--- config.mk ---
export PLATFORM = sky130hd
export DESIGN_NAME = rst_sequencer
export DESIGN_NICKNAME = d
export VERILOG_FILES = /design/src/rtl/rst_seq_pkg.sv /design/src/rtl/sync_bit.sv /design/src/rtl/rst_sequencer.sv
export SDC_FILE = /design/constraint.sdc
export NUM_CORES = 1
export LEC_CHECK = 0
export CAP_MARGIN = 10
export CORE_AREA = 3 3 76 78
export DETAILED_ROUTE_END_ITERATION = 8
export DIE_AREA = 0 0 79 81
export GPL_ROUTABILITY_DRIVEN = 0
export PLACE_DENSITY = 0.38
export SYNTH_ARGS = -nofsm -noshare
export SYNTH_HDL_FRONTEND = slang
export SYNTH_SLANG_ARGS = --single-unit
--- constraint.sdc ---
create_clock -name sys_clk -period 2.6 [get_ports sys_clk]
set_input_delay 0.78 -clock sys_clk [delete_from_list [all_inputs] [get_ports sys_clk]]
set_output_delay 0.78 -clock sys_clk [all_outputs]
set_load 0.03 [all_outputs]
--- src/rtl/rst_seq_pkg.sv ---
// Shared definitions for the reset sequencer: FSM state encodings and a
// constant-function helper for sizing the release index.
package rst_seq_pkg;

    localparam int STATE_W = 3;

    localparam logic [STATE_W-1:0] HOLD      = 3'd0;
    localparam logic [STATE_W-1:0] WAIT_LOCK = 3'd1;
    localparam logic [STATE_W-1:0] RELEASE   = 3'd2;
    localparam logic [STATE_W-1:0] RUN       = 3'd3;
    localparam logic [STATE_W-1:0] SOFT      = 3'd4;

    function automatic int clog2(input int value);
        int result;
        result = 0;
        while ((1 << result) < value) begin
            result++;
        end
        return result;
    endfunction

endpackage

--- src/rtl/sync_bit.sv ---
// Multi-flop single-bit synchroniser with an asynchronous active-low clear.
// With d tied high it acts as a reset-deassertion synchroniser.
module sync_bit #(
    parameter int STAGES = 2
) (
    input  logic sys_clk,
    input  logic reset,
    input  logic d,
    output logic q
);

    logic [STAGES-1:0] chain;

    always_ff @(posedge sys_clk or negedge reset) begin
        if (!reset) begin
            chain <= '0;
        end else begin
            chain <= {chain[STAGES-2:0], d};
        end
    end

    assign q = chain[STAGES-1];

endmodule

--- src/rtl/rst_sequencer.sv ---
// Staged reset sequencer: waits for a synchronised reset release and a stable
// PLL lock, then releases NUM_OUT active-low resets one at a time.
module rst_sequencer
    import rst_seq_pkg::*;
#(
    parameter int SYNC_STAGES = 2,
    parameter int NUM_OUT     = 3,
    parameter int STAGE_DELAY = 16,
    parameter int SOFT_HOLD   = 8,
    parameter int CNT_W       = 8
) (
    input  logic               sys_clk,
    input  logic               reset,
    input  logic               pll_locked,
    input  logic               soft_rst_req,
    output logic [NUM_OUT-1:0] rst_out_n,
    output logic               seq_done,
    output logic               soft_rst_ack,
    output logic [STATE_W-1:0] seq_state
);

    localparam int KW = (clog2(NUM_OUT) > 0) ? clog2(NUM_OUT) : 1;

    localparam logic [CNT_W-1:0]   STAGE_LAST = CNT_W'(STAGE_DELAY - 1);
    localparam logic [CNT_W-1:0]   SOFT_LAST  = CNT_W'(SOFT_HOLD - 1);
    localparam logic [KW-1:0]      LAST_K     = KW'(NUM_OUT - 1);
    localparam logic [NUM_OUT-1:0] FIRST_BIT  = NUM_OUT'(1);

    typedef enum logic [STATE_W-1:0] {
        S_HOLD      = HOLD,
        S_WAIT_LOCK = WAIT_LOCK,
        S_RELEASE   = RELEASE,
        S_RUN       = RUN,
        S_SOFT      = SOFT
    } state_t;

    state_t           state;
    logic [CNT_W-1:0] cnt;
    logic [KW-1:0]    k;
    logic             rst_sync;
    logic             lock_s;
    logic             lock_lost;

    sync_bit #(.STAGES(SYNC_STAGES)) u_rst_sync (
        .sys_clk (sys_clk),
        .reset   (reset),
        .d       (1'b1),
        .q       (rst_sync)
    );

    sync_bit #(.STAGES(SYNC_STAGES)) u_lock_sync (
        .sys_clk (sys_clk),
        .reset   (reset),
        .d       (pll_locked),
        .q       (lock_s)
    );

    // Lock loss outranks a soft request and a soft-hold completion on the same edge.
    assign lock_lost = !lock_s &&
                       (state == S_RELEASE || state == S_RUN || state == S_SOFT);

    always_ff @(posedge sys_clk or negedge reset) begin
        if (!reset) begin
            state        <= S_HOLD;
            cnt          <= '0;
            k            <= '0;
            rst_out_n    <= '0;
            seq_done     <= 1'b0;
            soft_rst_ack <= 1'b0;
        end else begin
            soft_rst_ack <= 1'b0;
            if (lock_lost) begin
                state     <= S_WAIT_LOCK;
                cnt       <= '0;
                k         <= '0;
                rst_out_n <= '0;
                seq_done  <= 1'b0;
            end else begin
                case (state)
                    S_HOLD: begin
                        if (rst_sync) begin
                            state <= S_WAIT_LOCK;
                        end
                    end
                    S_WAIT_LOCK: begin
                        if (lock_s) begin
                            state <= S_RELEASE;
                            cnt   <= '0;
                            k     <= '0;
                        end
                    end
                    S_RELEASE: begin
                        if (cnt == STAGE_LAST) begin
                            rst_out_n <= rst_out_n | (FIRST_BIT << k);
                            cnt       <= '0;
                            k         <= k + 1'b1;
                            if (k == LAST_K) begin
                                state    <= S_RUN;
                                seq_done <= 1'b1;
                            end
                        end else begin
                            cnt <= cnt + 1'b1;
                        end
                    end
                    S_RUN: begin
                        if (soft_rst_req) begin
                            state     <= S_SOFT;
                            rst_out_n <= '0;
                            seq_done  <= 1'b0;
                            cnt       <= '0;
                        end
                    end
                    S_SOFT: begin
                        if (cnt == SOFT_LAST) begin
                            soft_rst_ack <= 1'b1;
                            state        <= S_RELEASE;
                            cnt          <= '0;
                            k            <= '0;
                        end else begin
                            cnt <= cnt + 1'b1;
                        end
                    end
                    default: begin
                        state <= S_HOLD;
                    end
                endcase
            end
        end
    end

    assign seq_state = state;

endmodule

==> reports/qor.yml, run 1 <==
clock_tree:
  cts_max_level: 1
  cts_buffer_depth: 2
  clk_latency_ns: 0.27
  clk_pin_slew_ns: 0.09
  post-cts-setup-buffers: 0
  root_buffer: "clkbuf_8"
  numCtsBuffers: 3
  cts_tree: "yes"
  ctsHoldBuffers: 0
  post_cts_resized: 0
  cts.sink_count: 22
power:
  switching_share: 0.351
  leakage_uw: 0.000614
  power.share.sequential: 0.338
  cellPowerDensity_nw_per_um2: 811
  switching_power_uw: 428
  p_clk_frac: 0.266
  p_int_uw: 793
  vdd_ir_drop_max_uv: 301
  combPwrFrac: 0.395
  total_power_uw: 1220
worst_setup_path:
  critPathArrivalTime_ns: 2.35
  cp.required_ns: 2.75
  worstSetupStartpointType: "register"
  crit_start: "cnt[4]$_DFFE_PN0P_"
  r2r_cells: 4
  critPathMaxFanout: 7
  regToRegStartpoint: "cnt[4]$_DFFE_PN0P_"
  worstReg2RegEnd: "cnt[5]$_DFFE_PN0P_"
  crit_end: "cnt[5]$_DFFE_PN0P_"
  regToRegSetupSlack_ns: 0.40
  crit_type: "register to register"
  endpoint_kind: "register"
synthesis:
  async_flop_share: 1.00
  avgSynthCellArea_um2: 10.6
  synth_top_cells_by_area: "dfrtp_1 44%, ha_1 4.0%, a22o_1 3.5%"
  yosysTopAreaCellShare: 0.436
  synth_top_area_cell: "dfrtp_1"
  ys_seq_area_frac: 0.436
  synth_nets: 127
  ys_types: 44
  syn-cell-area_um2: 1260
  netlist_instances: 119
  yosysWarnings: 0
  synth_edf_count: 0
  synth.ff_latch_count: 22
  ys.flop_type: "dfrtp_1"
finish:
  fin_util: 0.293
  layout.cells.non_filler: 202
  final_common_cell: "dfrtp_1"
  num_antenna_cells: 0
  area_delta_synth_final_pct: 19.1
  mostFrequentLayoutCells: "22 x dfrtp_1, 11 x clkdlybuf4s50_1, 8 x nand2_1, 7 x o21ai_0, 6 x inv_1"
  regArea_um2: 551
  drive_gt1_frac: 0.182
  multi_input_area_um2: 626
  fillers: 552
  nets: 141
route:
  detail_route.first_pass.iterations: 4
  wl_per_cell_um: 13.6
  route.detailed.drc: 0
  ant_nets: 0
  totalWireLength_um: 2740
  drt_iter0_drc: 45
  vias: 963
  viasPerCell: 4.77
sta:
  slew_violations: 0
  final.period_utilization: 0.847
  fin_tns_setup_ns: 0
  grt_setup_unrepaired: "false"
  fmax_mhz: 454
  hold_viol_final: 0
  hold_ws_ns: 0.353
  clock_skew_ns: 0.00607
  setup_viol: 0
  finalCriticalPeriod_ns: 2.20
global_routing:
  grt_pass1_vias: 1003
  grt_usage: 0.0993
  grt_pass1_wl_um: 4970
  grt-ovfl-total: 0
  antenna_found_initial: 0
  grt_max_degree: 23
floorplan:
  ios: 12
  rows: 26
  fp.dieW_um: 79
  coreArea_um2: 5140
  die_y_um: 81
  start_util: 0.246
  die_area_um2: 6400
hold_path:
  hp-class: "register to register"
  hold_path_depth: 0
placement:
  dp.cells: 198
  dp_hpwl_um: 1970
  port_buffers: 11
job:
  maxCapViolations: 0
status:
  outcome: "finished clean"
-- cells in the mapped netlist (2+ instances only) --
library cell  instances
nand2b_1              3
a221o_1               4
a22o_1                5
nor4_1                3
clkbuf_1              2
inv_1                 6
or4_1                 2
and2_2                2
clkbuf_8              2
dfrtp_1              22
a22o_2                2
or3b_2                2
or2_2                 2
a21oi_1               3
nand3_1               3
and2b_2               2
nand2_1               8
o21ai_0               7
ha_1                  4
buf_6                 2
mux2i_1               3
a211oi_1              4
nor2_1                4
and2_1                2
-- power groups by stage --
stage | combinational [uW] | clock, uW | sequential, uW
after floorplan | 302 | 0 | 468
after detailed placement | 487 | 0 | 420
after CTS | 489 | 341 | 414
after global placement | 485 | 0 | 420
final | 483 | 325 | 413
after global routing | 529 | 350 | 419
-- how the worst min path moves through the flow --
| stage | start | endpoint |
|---|---|---|
| floorplan | u_lock_sync.chain[0]$_DFF_PN0_ | u_lock_sync.chain[1]$_DFF_PN0_ |
| global placement | u_lock_sync.chain[0]$_DFF_PN0_ | u_lock_sync.chain[1]$_DFF_PN0_ |
| detailed placement | u_lock_sync.chain[0]$_DFF_PN0_ | u_lock_sync.chain[1]$_DFF_PN0_ |
| CTS | u_lock_sync.chain[0]$_DFF_PN0_ | u_lock_sync.chain[1]$_DFF_PN0_ |
| global route | u_lock_sync.chain[0]$_DFF_PN0_ | u_lock_sync.chain[1]$_DFF_PN0_ |
| finish | u_lock_sync.chain[0]$_DFF_PN0_ | u_lock_sync.chain[1]$_DFF_PN0_ |
-- through the flow --
step	setup slack, ns	cell area (um2)
global placement	0.354	1430
finish	0.399	1510
global route	0.289	1510
detailed placement	0.352	1430
CTS	0.388	1510
floorplan	0.660	1260
-- logic make-up (layout without fill, tap and decap cells) --
logic type,count (synthesis),after routing,share of synthesized area
simple gates,41,41,0.198
compound gates,33,33,0.215
flops,22,22,0.436
buf+inv,13,26,0.0693
fa+ha+maj,4,4,0.0396
mux,4,4,0.0327
other cells,1,1,0.00297
xor+xnor,1,1,0.00693
-- routing by layer --
layer	wire, um	GRT usage
met1	1300	0.125
met2	1330	0.164
met3	89	0.0310
met4	29	0.0275
met5	0	0
-- worst max-delay path, stage by stage, from the launching register on --
cell and delay [ns]:
dfrtp_1 0.45, or4_1 0.71, o311ai_4 0.48, nand2_4 0.13, a221o_1 0.31
-- area by class of cell --
cell class                      instances  area share
Inverter                                6      0.0150
Clock buffer                            3      0.0274
Tap cell                               70      0.0582
Multi-Input combinational cell         84       0.416
Sequential cell                        22       0.366
Timing Repair Buffer                   16      0.0981
Clock inverter                          1      0.0200
-- registers in the layout, indices dropped and copies added (netlist names) --
register           count
cnt                    8
k                      2
rst_out_n              3
seq_done               1
seq_state              3
soft_rst_ack           1
u_lock_sync.chain      2
u_rst_sync.chain       2
No activity file was read; power rests on OpenSTA's default activity.
==> run 2: changes to the inputs <==
- clock period: 2.6 -> 2.2 ns (I/O delays scaled with it)
==> run 2 against run 1 <==
  * Power up 10%
  * Clock skew down 0.0022 ns
  * Setup slack worse by 0.29 ns
  * Routed wire length up 2.1%
  * Critical path depth down 3
  * Via count up 1.6%
  * Sequential cell count unchanged
  * Core utilization up 0.19 points
  * Worst hold slack worse by 0.0012 ns
  * Design area up 0.67%
  * Critical path type is now register to primary output
  * Largest cell class unchanged
==> reports/qor.yml, run 2 (synthesis results as in run 1) <==
worst_setup_path:
  cpMaxStageDelayCell: "clkdlybuf4s50_1"
  crit_family: "buffers and inverters"
  critPathMaxFanout: 7  # unchanged
  crit_type: "register to primary output"
  worstSetupStartpointType: "register"
  regToRegSetupSlack_ns: 0.25  # -0.15 ns
  slowest_delay_ns: 0.71  # about the same
  cp_num_buf_inv: 1  # +1
  endpoint_kind: "primary output"
  path_cells: "clkdlybuf4s50_1"
  cp.required_ns: 1.54  # -1.21 ns
  critPathArrivalTime_ns: 1.43  # -0.92 ns
placement:
  dp.cells: 201  # +1.5%
  port_buffers: 11  # unchanged
  dp_hpwl_um: 2020  # +2.5%
sta:
  relSlewSlack: 0.666
  clock_skew_ns: 0.00386  # -0.00221 ns
  tightest_slew_ns: 0.498
  grt_setup_unrepaired: "false"
  setup_viol: 0  # unchanged
  finalCriticalPeriod_ns: 2.09
  hold_ws_ns: 0.352  # -0.00122 ns
  fmax_mhz: 477
  slew_violations: 0  # unchanged
  final.period_utilization: 0.952
  fin_tns_setup_ns: 0  # unchanged
  hold_viol_final: 0  # unchanged
route:
  drt_iter0_drc: 44  # -2.2%
  wl_per_cell_um: 13.6  # +0.59%
  vias: 978  # +1.6%
  detail_route.first_pass.iterations: 4  # unchanged
  viasPerCell: 4.77  # about the same
  ant_nets: 0  # unchanged
  route.detailed.drc: 0  # unchanged
  totalWireLength_um: 2800  # +2.1%
clock_tree:
  cts.sink_count: 22  # unchanged
  root_buffer: "clkbuf_8"
  clk_latency_ns: 0.26  # about the same
  cts_tree: "yes"
  clk_pin_slew_ns: 0.08  # about the same
  cts_buffer_depth: 2  # unchanged
  numCtsBuffers: 3  # unchanged
  ctsHoldBuffers: 0  # unchanged
  cts_max_level: 1  # unchanged
finish:
  final_common_cell: "dfrtp_1"
  mostFrequentLayoutCells: "22 x dfrtp_1, 11 x clkdlybuf4s50_1, 8 x nand2_1, 8 x buf_4, 7 x o21ai_0"
  drive_gt1_frac: 0.207  # +0.0256
  largest_register_ffs: 8  # unchanged
  regMostFlops: "cnt"
  fillers: 559  # +1.3%
  area_delta_synth_final_pct: 19.9
  layout.cells.non_filler: 205  # +1.5%
  num_antenna_cells: 0  # unchanged
  nets: 144  # +2.1%
status:
  outcome: "finished clean"
global_routing:
  grt_pass1_vias: 1059  # +5.6%
  antenna_found_initial: 0  # unchanged
  grt_max_degree: 23  # unchanged
  grt-ovfl-total: 0  # unchanged
  grt_usage: 0.100  # +0.000985
  grt_pass1_wl_um: 5040  # +1.5%
floorplan:
  die_y_um: 81  # unchanged
  rows: 26  # unchanged
  ios: 12  # unchanged
  start_util: 0.246  # unchanged
  fp.dieW_um: 79  # unchanged
  coreArea_um2: 5140  # unchanged
  die_area_um2: 6400  # unchanged
power:
  leakage_uw: 0.000622  # +1.3%
  vdd_ir_drop_max_uv: 408  # +36%
  cellPowerDensity_nw_per_um2: 888  # +9.5%
job:
  maxCapViolations: 0  # unchanged
hold_path:
  hp-class: "register to register"
[run 2: changes by cell type in the layout (fill, tap and decap cells not counted)]
cell / change
or4_1: -1
buf_4: +3
or4_4: +1
clkbuf_8: +1
bufinv_16: -1
[run 2: worst paths after layout]
| kind | cells past startpoint | end | from |
|---|---|---|---|
| setup / recovery | 1 | seq_state[1] | seq_state[1]$_DFFE_PN0P_ |
| hold / removal | 0 | u_lock_sync.chain[1]$_DFF_PN0_ | u_lock_sync.chain[0]$_DFF_PN0_ |
| setup reg to reg | 4 | cnt[5]$_DFFE_PN0P_ | cnt[5]$_DFFE_PN0P_ |
| hold reg to reg | 0 | u_lock_sync.chain[1]$_DFF_PN0_ | u_lock_sync.chain[0]$_DFF_PN0_ |
| max in group asynchronous | 2 | u_rst_sync.chain[1]$_DFF_PN0_ | reset |
| min in group asynchronous | 2 | soft_rst_ack$_DFF_PN0_ | reset |
[run 2: layout make-up]
class                      instances  area, um2  share of cell area
timing repair buffer              19        170               0.112
clock buffer                       4       55.1              0.0363
sequential                        22        551               0.363
tap                               70       87.6              0.0578
multi-input combinational         84        629               0.415
inverter                           6       22.5              0.0149
[run 2: routing by layer]
metal  vias to the layer above  wire length, um  track usage
met5                         -                0            0
met1                       489             1300        0.125
li1                        470                -            -
met2                        13             1350        0.162
met4                         0               65       0.0481
met3                         6               83       0.0255
[run 2: metrics by stage]
stage / cell area, um2 / util / total power [uW] / worst slack [ns]
floorplan: 1260 / - / 910 / 0.260
global placement: 1460 / 0.283 / 1070 / 0.0704
detailed placement: 1460 / 0.283 / 1060 / 0.0709
CTS: 1510 / 0.294 / 1370 / 0.0636
global route: 1520 / 0.295 / 1460 / 0.0353
finish: 1520 / 0.295 / 1340 / 0.105
[run 2: report_power, final]
group	leakage, uW	internal (uW)	switching [uW]	total [uW]
sequential	0.000292	455	58.0	513
combinational	0.000301	237	303	540
clock	0.0000288	160	132	292
total	0.000622	851	493	1340
[run 2: timing repair]
item	CTS	global route
buffers inserted	0	0
setup endpoints to repair	0	4
resized for setup	0	1
